File: config.mk
export PLATFORM = sky130hd
export DESIGN_NAME = uart_variable_tx
export DESIGN_NICKNAME = d
export VERILOG_FILES = /design/src/rtl/uart_pkg.sv /design/src/rtl/uart_bit_timer.sv /design/src/rtl/uart_variable_tx.sv
export SDC_FILE = /design/constraint.sdc
export NUM_CORES = 1
export LEC_CHECK = 0
export CAP_MARGIN = 40
export CORE_ASPECT_RATIO = 0.6
export CORE_UTILIZATION = 54
export DETAILED_ROUTE_END_ITERATION = 10
export HOLD_SLACK_MARGIN = 0.1
export PLACE_DENSITY = 0.79
export SYNTH_ARGS = -nofsm -noshare
export SYNTH_HDL_FRONTEND = slang
export SYNTH_SLANG_ARGS = --single-unit
File: constraint.sdc
create_clock -name i_Clk -period 7.55 [get_ports i_Clk]
set_clock_uncertainty 0.15 [all_clocks]
set_input_delay 1.1325 -clock i_Clk [delete_from_list [all_inputs] [get_ports i_Clk]]
set_output_delay 1.1325 -clock i_Clk [all_outputs]
set_load 0.02 [all_outputs]
File: src/rtl/uart_pkg.sv
// Definitions shared by the variable-rate UART transmit and receive paths.
package uart_pkg;

  typedef enum logic [2:0] {IDLE, START, DATA, PARITY, STOP} uart_state_t;

  localparam int DATA_BITS   = 8;
  localparam int CLKS_115200 = 217;
  localparam int CLKS_9600   = 2604;

endpackage

File: src/rtl/uart_bit_timer.sv
// Per-bit clock counter: latches the period on load, counts 0..P-1 while run
// is high and strobes bit_end on the last count of each bit.
module uart_bit_timer #(
  parameter int W = 20
) (
  input  logic         clk,
  input  logic         rst,
  input  logic         load,
  input  logic         run,
  input  logic [W-1:0] period,
  output logic         bit_end
);

  logic [W-1:0] period_q;
  logic [W-1:0] count;

  assign bit_end = run && (count == (period_q - W'(1)));

  always_ff @(posedge clk or posedge rst) begin
    if (rst) begin
      period_q <= '0;
      count    <= '0;
    end else if (load) begin
      period_q <= period;
      count    <= '0;
    end else if (run) begin
      count <= bit_end ? '0 : count + W'(1);
    end
  end

endmodule

File: src/rtl/uart_variable_tx.sv
// Variable-rate 8N1 UART transmitter; period in clocks per bit is latched per frame.
// Define UART_TX_PARITY_EN to insert an even-parity bit between data and stop.
module uart_variable_tx #(
  parameter int CLKS_PER_BIT_W = 20,
  parameter int DATA_BITS      = uart_pkg::DATA_BITS
) (
  input  logic                      i_Clk,
  input  logic                      i_Reset,
  input  logic [CLKS_PER_BIT_W-1:0] i_Period,
  input  logic                      i_TX_DV,
  input  logic [DATA_BITS-1:0]      i_TX_Byte,
  output logic                      o_UART_TX,
  output logic                      o_TX_Active,
  output logic                      o_TX_Done
);
  import uart_pkg::*;

  localparam int IDX_W = $clog2(DATA_BITS);
  localparam logic [IDX_W-1:0] LAST_IDX = IDX_W'(DATA_BITS - 1);

  uart_state_t          state, state_n;
  logic [DATA_BITS-1:0] byte_q, byte_n;
  logic [IDX_W-1:0]     bit_idx, bit_idx_n;
  logic                 tx_q, tx_n;
  logic                 active_q, active_n;
  logic                 done_q, done_n;
  logic                 accept;
  logic                 bit_end;

  // The last stop-bit cycle also accepts a request so frames can abut with no idle gap.
  assign accept = i_TX_DV && (i_Period != '0) &&
                  ((state == IDLE) || ((state == STOP) && bit_end));

  uart_bit_timer #(.W(CLKS_PER_BIT_W)) u_timer (
    .clk     (i_Clk),
    .rst     (i_Reset),
    .load    (accept),
    .run     (state != IDLE),
    .period  (i_Period),
    .bit_end (bit_end)
  );

  always_ff @(posedge i_Clk or posedge i_Reset) begin
    if (i_Reset) begin
      state    <= IDLE;
      byte_q   <= '0;
      bit_idx  <= '0;
      tx_q     <= 1'b1;
      active_q <= 1'b0;
      done_q   <= 1'b0;
    end else begin
      state    <= state_n;
      byte_q   <= byte_n;
      bit_idx  <= bit_idx_n;
      tx_q     <= tx_n;
      active_q <= active_n;
      done_q   <= done_n;
    end
  end

  always_comb begin
    state_n   = state;
    byte_n    = byte_q;
    bit_idx_n = bit_idx;
    tx_n      = tx_q;
    active_n  = active_q;
    done_n    = 1'b0;
    case (state)
      START: if (bit_end) begin
        state_n   = DATA;
        bit_idx_n = '0;
        tx_n      = byte_q[0];
      end
      DATA: if (bit_end) begin
        if (bit_idx == LAST_IDX) begin
`ifdef UART_TX_PARITY_EN
          state_n = PARITY;
          tx_n    = ^byte_q;
`else
          state_n = STOP;
          tx_n    = 1'b1;
`endif
        end else begin
          bit_idx_n = bit_idx + 1'b1;
          tx_n      = byte_q[bit_idx + 1'b1];
        end
      end
`ifdef UART_TX_PARITY_EN
      PARITY: if (bit_end) begin
        state_n = STOP;
        tx_n    = 1'b1;
      end
`endif
      STOP: if (bit_end) begin
        state_n  = IDLE;
        tx_n     = 1'b1;
        active_n = 1'b0;
        done_n   = 1'b1;
      end
      default: ;
    endcase
    if (accept) begin
      state_n   = START;
      byte_n    = i_TX_Byte;
      bit_idx_n = '0;
      tx_n      = 1'b0;
      active_n  = 1'b1;
    end
  end

  assign o_UART_TX   = tx_q;
  assign o_TX_Active = active_q;
  assign o_TX_Done   = done_q;

endmodule

==> key figures, run 1 <==
Drt
  • WL/cell: 17.9 um
  • Drt drc: 0
  • Drt total wl: 8810 um
  • Vias per cell: about 6.1
  • Routed vias: 2974
  • Drt pass-1 iters: 4
  • Initial DRC count: 274
  • Post-route ant nets: 0

Synth
  • Mapped Cells: 372
  • Asr flop ratio synth: 100%
  • Syn Nets: 407
  • Synth unique cells: 63
  • Yosys warns: 0
  • Mapped cell area: about 3600 um2
  • Top_reg_cell synth: dfrtp_1
  • EDFF count, synth: 0
  • Avg Synthesized Cell Area: 9.64 um2
  • Sequential area share after synthesis: 39.8%
  • FF+latch count, synth: 57

Job
  • Max-Cap Viols: 0

Pwr
  • Worst VDD drop: 0.125 mV
  • Power density over cell area: 212 nW/um2
  • Design Power: 0.883 mW
  • P_leak: 1.72 nW

Timing
  • RSZ-0062 raised after global routing: false
  • Pin slew with the least headroom to its limit: approximately 0.89 ns
  • Tmin final: approximately 4.3 ns
  • PnR worst setup slack: 3.24 ns
  • Period Utilization, post-route: 57.1%
  • Relative slew margins: between 30% and 40%
  • FMAX: about 0.23 GHz
  • Slew Limit Fails: 0
  • Endpoints failing hold: 0
  • Count of final setup violators: 0
  • TNS Setup: 0 ns

Clocking
  • Worst skew pair latency: 0.36 ns
  • CTS sink cnt: 57
  • Post-CTS Setup Bufs: 0
  • CTS-repair resized insts: 0
  • # hold bufs at CTS: 0
  • CTS H-tree lvls: 3
  • Reg clk slew, reported paths: 0.07 ns
  • TritonCTS Buffers: 9
  • CTS Buffer Depth: 2
  • TritonCTS clock tree: yes
  • CTS Root Cell: clkbuf_8

Floorplan
  • Initial Util: 57.4%
  • FP Rows: 22
  • Core Box Area: 6250 um2
  • Die width: 107 um
  • Die H: ~65 um
  • Num ports: 34
  • Die area: 6980 um2

GRT
  • First-pass GRT wire length: between 10000 and 15000 um
  • Vias in the first global route: 2805
  • Initial antenna violation count: 0
  • Grt ovf: 0
  • Total GRT Usage: between 20 and 30%
  • Largest net degree at the start of global routing: 58

Critical path
  • Crit-path slowest cell: nor4_4
  • Worst path cell trace: inv_1, ha_1, nor3b_2, nand4_1, a21o_1, a211oi_1, nand4b_1, o31a_2, nor4_4, buf_4, mux2_2
  • Top delay family on crit path: simple AND/OR/NAND/NOR gates
  • CP peak stage delay: 0.58 ns
  • Critical Path AT: ~4.4 ns
  • Req. time, crit path: roughly 7.6 ns
  • CP endpoint kind: register
  • CP Launch Type: register
  • CP bufs+invs: 2
  • Worst Path Max Fanout: 21
  • Crit path kind: reg2reg

Placed design
  • Port buffer count: 33
  • Post-Place Setup Slack: between 3 and 4 ns
  • DP Cell Count: 475
  • Hpwl dp: 6540 um
  • Dpl cell area: 3970 um2
  • GPL Wtd Cong: 0.937

Layout
  • Fin cells: approximately 490
  • Storage element area: 1430 um2
  • Multi-input logic area: between 2000 and 2500 um2
  • Nets: approximately 440
  • Fillcell total: 555
  • Final Cell Area: 4170 um2
  • Commonest non-fill, non-tap cells in the layout: dfrtp_1 (56), nor2_1 (40), clkdlybuf4s50_1 (33)
  • Syn-to-layout area delta: 16.1%
  • Most common cell after layout, fill and taps aside: dfrtp_1
  • N_diodes: 0
  • Share of layout cells above drive strength 1: 14.7%

Worst hold path
  • HP Class: reg2reg

Outcome
  • Status: complete, no violations
tightest hold or removal path, delay by kind of cell, from the launching register on:
family / cells / cell delay, ns
flops: 1 / 0.37
compound gates: 2 / 0.12
power by group:
| part | internal (mW) | leakage, nW | switching, mW |
|---|---|---|---|
| Sequential | 0.338 | 0.731 | 0.0540 |
| Combinational | 0.0959 | 0.893 | 0.107 |
| Clock | 0.160 | 0.0953 | 0.129 |
routing by layer:
| layer | part of all wire [%] | up-vias | track usage (%) | routed length (um) |
|---|---|---|---|---|
| met2 | 39 | 109 | 37.7 | 3430 |
| met5 | 0 | - | 0 | 0 |
| met4 | 1.5 | 0 | 9.76 | 131 |
| met1 | 50 | 1453 | 42.7 | 4450 |
| li1 | - | 1398 | - | - |
| met3 | 9.1 | 14 | 8.13 | 803 |
kinds of logic (layout without fill, tap and decap cells):
group,count (synthesis),in the layout,share of synthesized area (%)
simple gates,153,153,23.6
flops,57,57,39.8
compound gates,53,53,10.6
xor+xnor,42,42,10.3
mux,32,32,10.6
buf+inv,31,66,3.73
fa+ha+maj,4,4,1.40
stage by stage:
stage | hold WS (ns) | utilization (%)
finish | 0.341 | 66.7
floorplan | 0.325 | -
CTS | 0.346 | 66.7
global placement | 0.329 | 63.5
detailed placement | 0.335 | 63.5
global route | 0.367 | 66.7
synthesized netlist by cell type, types with 8 or more instances:
library cell  instances  area, um2
clkbuf_1              9       33.8
dfrtp_1              56       1400
inv_1                15       56.3
nand2_1              27        101
xor2_1               19        166
nor3_1               10       50.1
nor4_1               13       81.3
nand4_1              10       62.6
o21ai_0               8       40.0
nand3_1              11       55.1
o211ai_1              8       60.1
xnor2_1              23        201
mux2_2               27        304
a21oi_1               9       45.0
nor2_1               40        150
final cells by class:
type / instances / share of cell area (%)
well taps: 84 / 2.52
inverters: 15 / 1.35
flip-flops and latches: 57 / 34.3
repair buffers: 35 / 8.29
clock buffers: 11 / 3.39
clock inverters: 5 / 1.32
multi-input cells: 284 / 48.8
flip-flops by register name, summed over array words and instances (netlist names):
signal            flops
o_TX_Done             1
state                 3
u_timer.period_q     20
byte_q                8
o_TX_Active           1
u_timer.count        20
bit_idx               3
o_UART_TX             1
worst paths after layout:
| path | startpoint | to | slack [ns] | depth (start not counted) |
|---|---|---|---|---|
| worst max-delay path | u_timer.period_q[0] | u_timer.period_q[7] | 3.24 | 11 |
| worst min-delay path | o_UART_TX | o_UART_TX | 0.34 | 2 |
| max in group asynchronous | i_Reset | u_timer.period_q[7] | 5.62 | 3 |
| worst min register to register | o_UART_TX | o_UART_TX | 0.34 | 2 |
| min in group asynchronous | i_Reset | state[0] | 1.16 | 3 |
| worst max register to register | u_timer.period_q[0] | u_timer.period_q[7] | 3.24 | 11 |
Note: power is estimated with default switching activity, not from simulation.
==> run 2: changes to the inputs <==
- clock period: 7.55 -> 4.46 ns (I/O delays scaled with it)
==> run 2 against run 1 <==
Against the previous run:
- global-route usage fell by 0.74 points
- final cell count rose by 0.20%
- final area barely moved
- register-to-register slack got worse by 2.9 ns
- utilization barely moved
- sequential power rose by 69%
- sequential share of layout area barely moved
- clock-buffer cell count rose by 1
- critical path depth did not move
- routed wire length fell by 3.8%
- largest cell class unchanged
- largest power group unchanged
==> key figures, run 2 (same netlist as run 1, synthesis figures left out) <==
Critical path
  • Crit path kind: reg2reg (unchanged)
  • Req. time, crit path: 4.54 ns (was 7.64 ns)
  • Worst path cell trace: inv_1, ha_1, nor3b_2, nand4_1, a21o_1, a211oi_1, nand4b_1, o31a_2, nor4_4, buf_4, mux2_2 (unchanged)
  • CP peak stage delay: 0.51 ns (was 0.58 ns)
  • CP endpoint kind: register (unchanged)
  • Critical Path AT: 4.20 ns (was 4.40 ns)
  • Worst Path Max Fanout: 25 (was 21)
  • CP Launch Type: register (unchanged)
  • Crit-path slowest cell: nor3b_2 (was nor4_4)

Drt
  • WL/cell: 17.2 um (was 17.9 um)
  • Post-route ant nets: 0 (unchanged)
  • Routed vias: 2952 (was 2974)
  • Drt pass-1 iters: 5 (was 4)
  • Drt total wl: 8480 um (was 8810 um)
  • Initial DRC count: 211 (was 274)
  • Vias per cell: 6.00 (was 6.06)
  • Drt drc: 0 (unchanged)

Worst hold path
  • HP Class: reg2reg (unchanged)

Timing
  • Pin slew with the least headroom to its limit: 0.893 ns (was 0.894 ns)
  • FMAX: 0.243 GHz (was 0.232 GHz)
  • Endpoints failing hold: 0 (unchanged)
  • RSZ-0062 raised after global routing: false (unchanged)
  • Period Utilization, post-route: 92.4% (was 57.1%)
  • Relative slew margins: 39.9% (was 40.0%)
  • Tmin final: 4.12 ns (was 4.31 ns)
  • PnR worst setup slack: 0.339 ns (was 3.24 ns)
  • Count of final setup violators: 0 (unchanged)
  • Slew Limit Fails: 0 (unchanged)
  • TNS Setup: 0 ns (unchanged)

GRT
  • Initial antenna violation count: 0 (unchanged)
  • Total GRT Usage: 27.4% (was 28.1%)
  • Vias in the first global route: 2794 (was 2805)
  • First-pass GRT wire length: 14200 um (was 14400 um)
  • Largest net degree at the start of global routing: 38 (was 58)
  • Grt ovf: 0 (unchanged)

Clocking
  • Post-CTS Setup Bufs: 0 (unchanged)
  • Worst skew pair latency: 0.35 ns (was 0.36 ns)
  • TritonCTS clock tree: yes (unchanged)
  • Reg clk slew, reported paths: 0.06 ns (was 0.07 ns)
  • CTS H-tree lvls: 3 (unchanged)
  • # hold bufs at CTS: 0 (unchanged)
  • CTS sink cnt: 57 (unchanged)
  • CTS Buffer Depth: 2 (unchanged)
  • TritonCTS Buffers: 9 (unchanged)
  • CTS Root Cell: clkbuf_8 (unchanged)
  • CTS-repair resized insts: 0 (unchanged)

Layout
  • Fillcell total: 514 (was 555)
  • Share of layout cells above drive strength 1: 15.2% (was 14.7%)
  • Syn-to-layout area delta: 16.1% (about the same)
  • Final Cell Area: 4160 um2 (was 4170 um2)
  • Fin cells: 492 (was 491)
  • Utilization after layout: 66.6% (was 66.7%)
  • Most common cell after layout, fill and taps aside: dfrtp_1 (unchanged)
  • Nets: 439 (was 437)
  • Top Registers: u_timer.count: 20 flops, u_timer.period_q: 20 flops, byte_q: 8 flops (unchanged)
  • Commonest non-fill, non-tap cells in the layout: dfrtp_1 (56), nor2_1 (40), clkdlybuf4s50_1 (33) (unchanged)
  • N_diodes: 0 (unchanged)

Placed design
  • Port buffer count: 33 (unchanged)
  • Dpl cell area: 3980 um2 (was 3970 um2)
  • GPL Wtd Cong: 0.940 (was 0.937)
  • Post-Place Setup Slack: 0.437 ns (was 3.32 ns)
  • DP Cell Count: 477 (was 475)
  • Hpwl dp: 6380 um (was 6540 um)

Pwr
  • Power density over cell area: 345 nW/um2 (was 212 nW/um2)
  • Worst VDD drop: 0.267 mV (was 0.125 mV)
  • P_leak: 1.73 nW (was 1.72 nW)

Floorplan
  • Die area: 6980 um2 (unchanged)
  • Core Box Area: 6250 um2 (unchanged)
  • Die width: 107 um (unchanged)
  • Die H: 65.1 um (unchanged)
  • FP Rows: 22 (unchanged)
  • Num ports: 34 (unchanged)
  • Initial Util: 57.4% (unchanged)

Job
  • Max-Cap Viols: 0 (unchanged)

Outcome
  • Status: complete, no violations (unchanged)
-- run 2: cell types whose count changed in the layout (fill, tap and decap cells not counted) --
cell        previous run  this run
bufinv_16              1         0
clkbuf_1               1         0
clkinvlp_4             2         0
clkbuf_8              10        12
buf_4                  2         4
clkinv_2               2         3
-- run 2: area by class of cell --
class	count	area, um2	share of cell area (%)
clock buffers	12	165	3.97
clock inverters	3	15.0	0.361
inverters	15	56.3	1.35
multi-input cells	284	2030	48.9
flip-flops and latches	57	1430	34.3
well taps	84	105	2.52
repair buffers	37	360	8.65
-- run 2: final timing paths --
kind                       cells after the start                   end           startpoint  slack [ns]
max                                           11  u_timer.period_q[13]  u_timer.period_q[0]        0.34
min                                            2             o_UART_TX            o_UART_TX        0.34
min in group asynchronous                      2     u_timer.count[18]              i_Reset        0.49
max reg2reg                                   11  u_timer.period_q[13]  u_timer.period_q[0]        0.34
max in group asynchronous                      3             o_UART_TX              i_Reset        2.83
min reg2reg                                    2             o_UART_TX            o_UART_TX        0.34
-- run 2: metal layers --
layer,global-route usage [%],up-vias,wire length [um]
met4,9.59,0,130
met5,0,-,0
met1,41.7,1426,4280
met2,37.3,121,3340
li1,-,1395,-
met3,6.94,10,722
-- run 2: report_power, final --
group	switching [mW]	internal, mW	total [mW]	leakage [nW]
Sequential	0.0877	0.573	0.661	0.731
Clock	0.196	0.240	0.437	0.0980
Combinational	0.175	0.163	0.338	0.902
Total	0.459	0.977	1.44	1.73
-- run 2: critical path: cells and delay by family, from the launching register on --
kind	cells	cell delay (ns)
compound gates	3	0.91
fa+ha+maj	1	0.27
mux	1	0.38
buf+inv	2	0.51
flops	1	0.44
simple gates	4	1.32
-- run 2: stage by stage --
step                power [mW]  hold slack (ns)
floorplan                0.894            0.325
global placement         0.991            0.329
detailed placement       0.996            0.335
CTS                       1.44            0.344
global route              1.52            0.391
finish                    1.44            0.343
==> run 3: changes to the inputs <==
- HOLD_SLACK_MARGIN: 0.1 -> 0.12
==> results of run 3 <==
Final layout, timing and power as in run 2 (identical DEF).
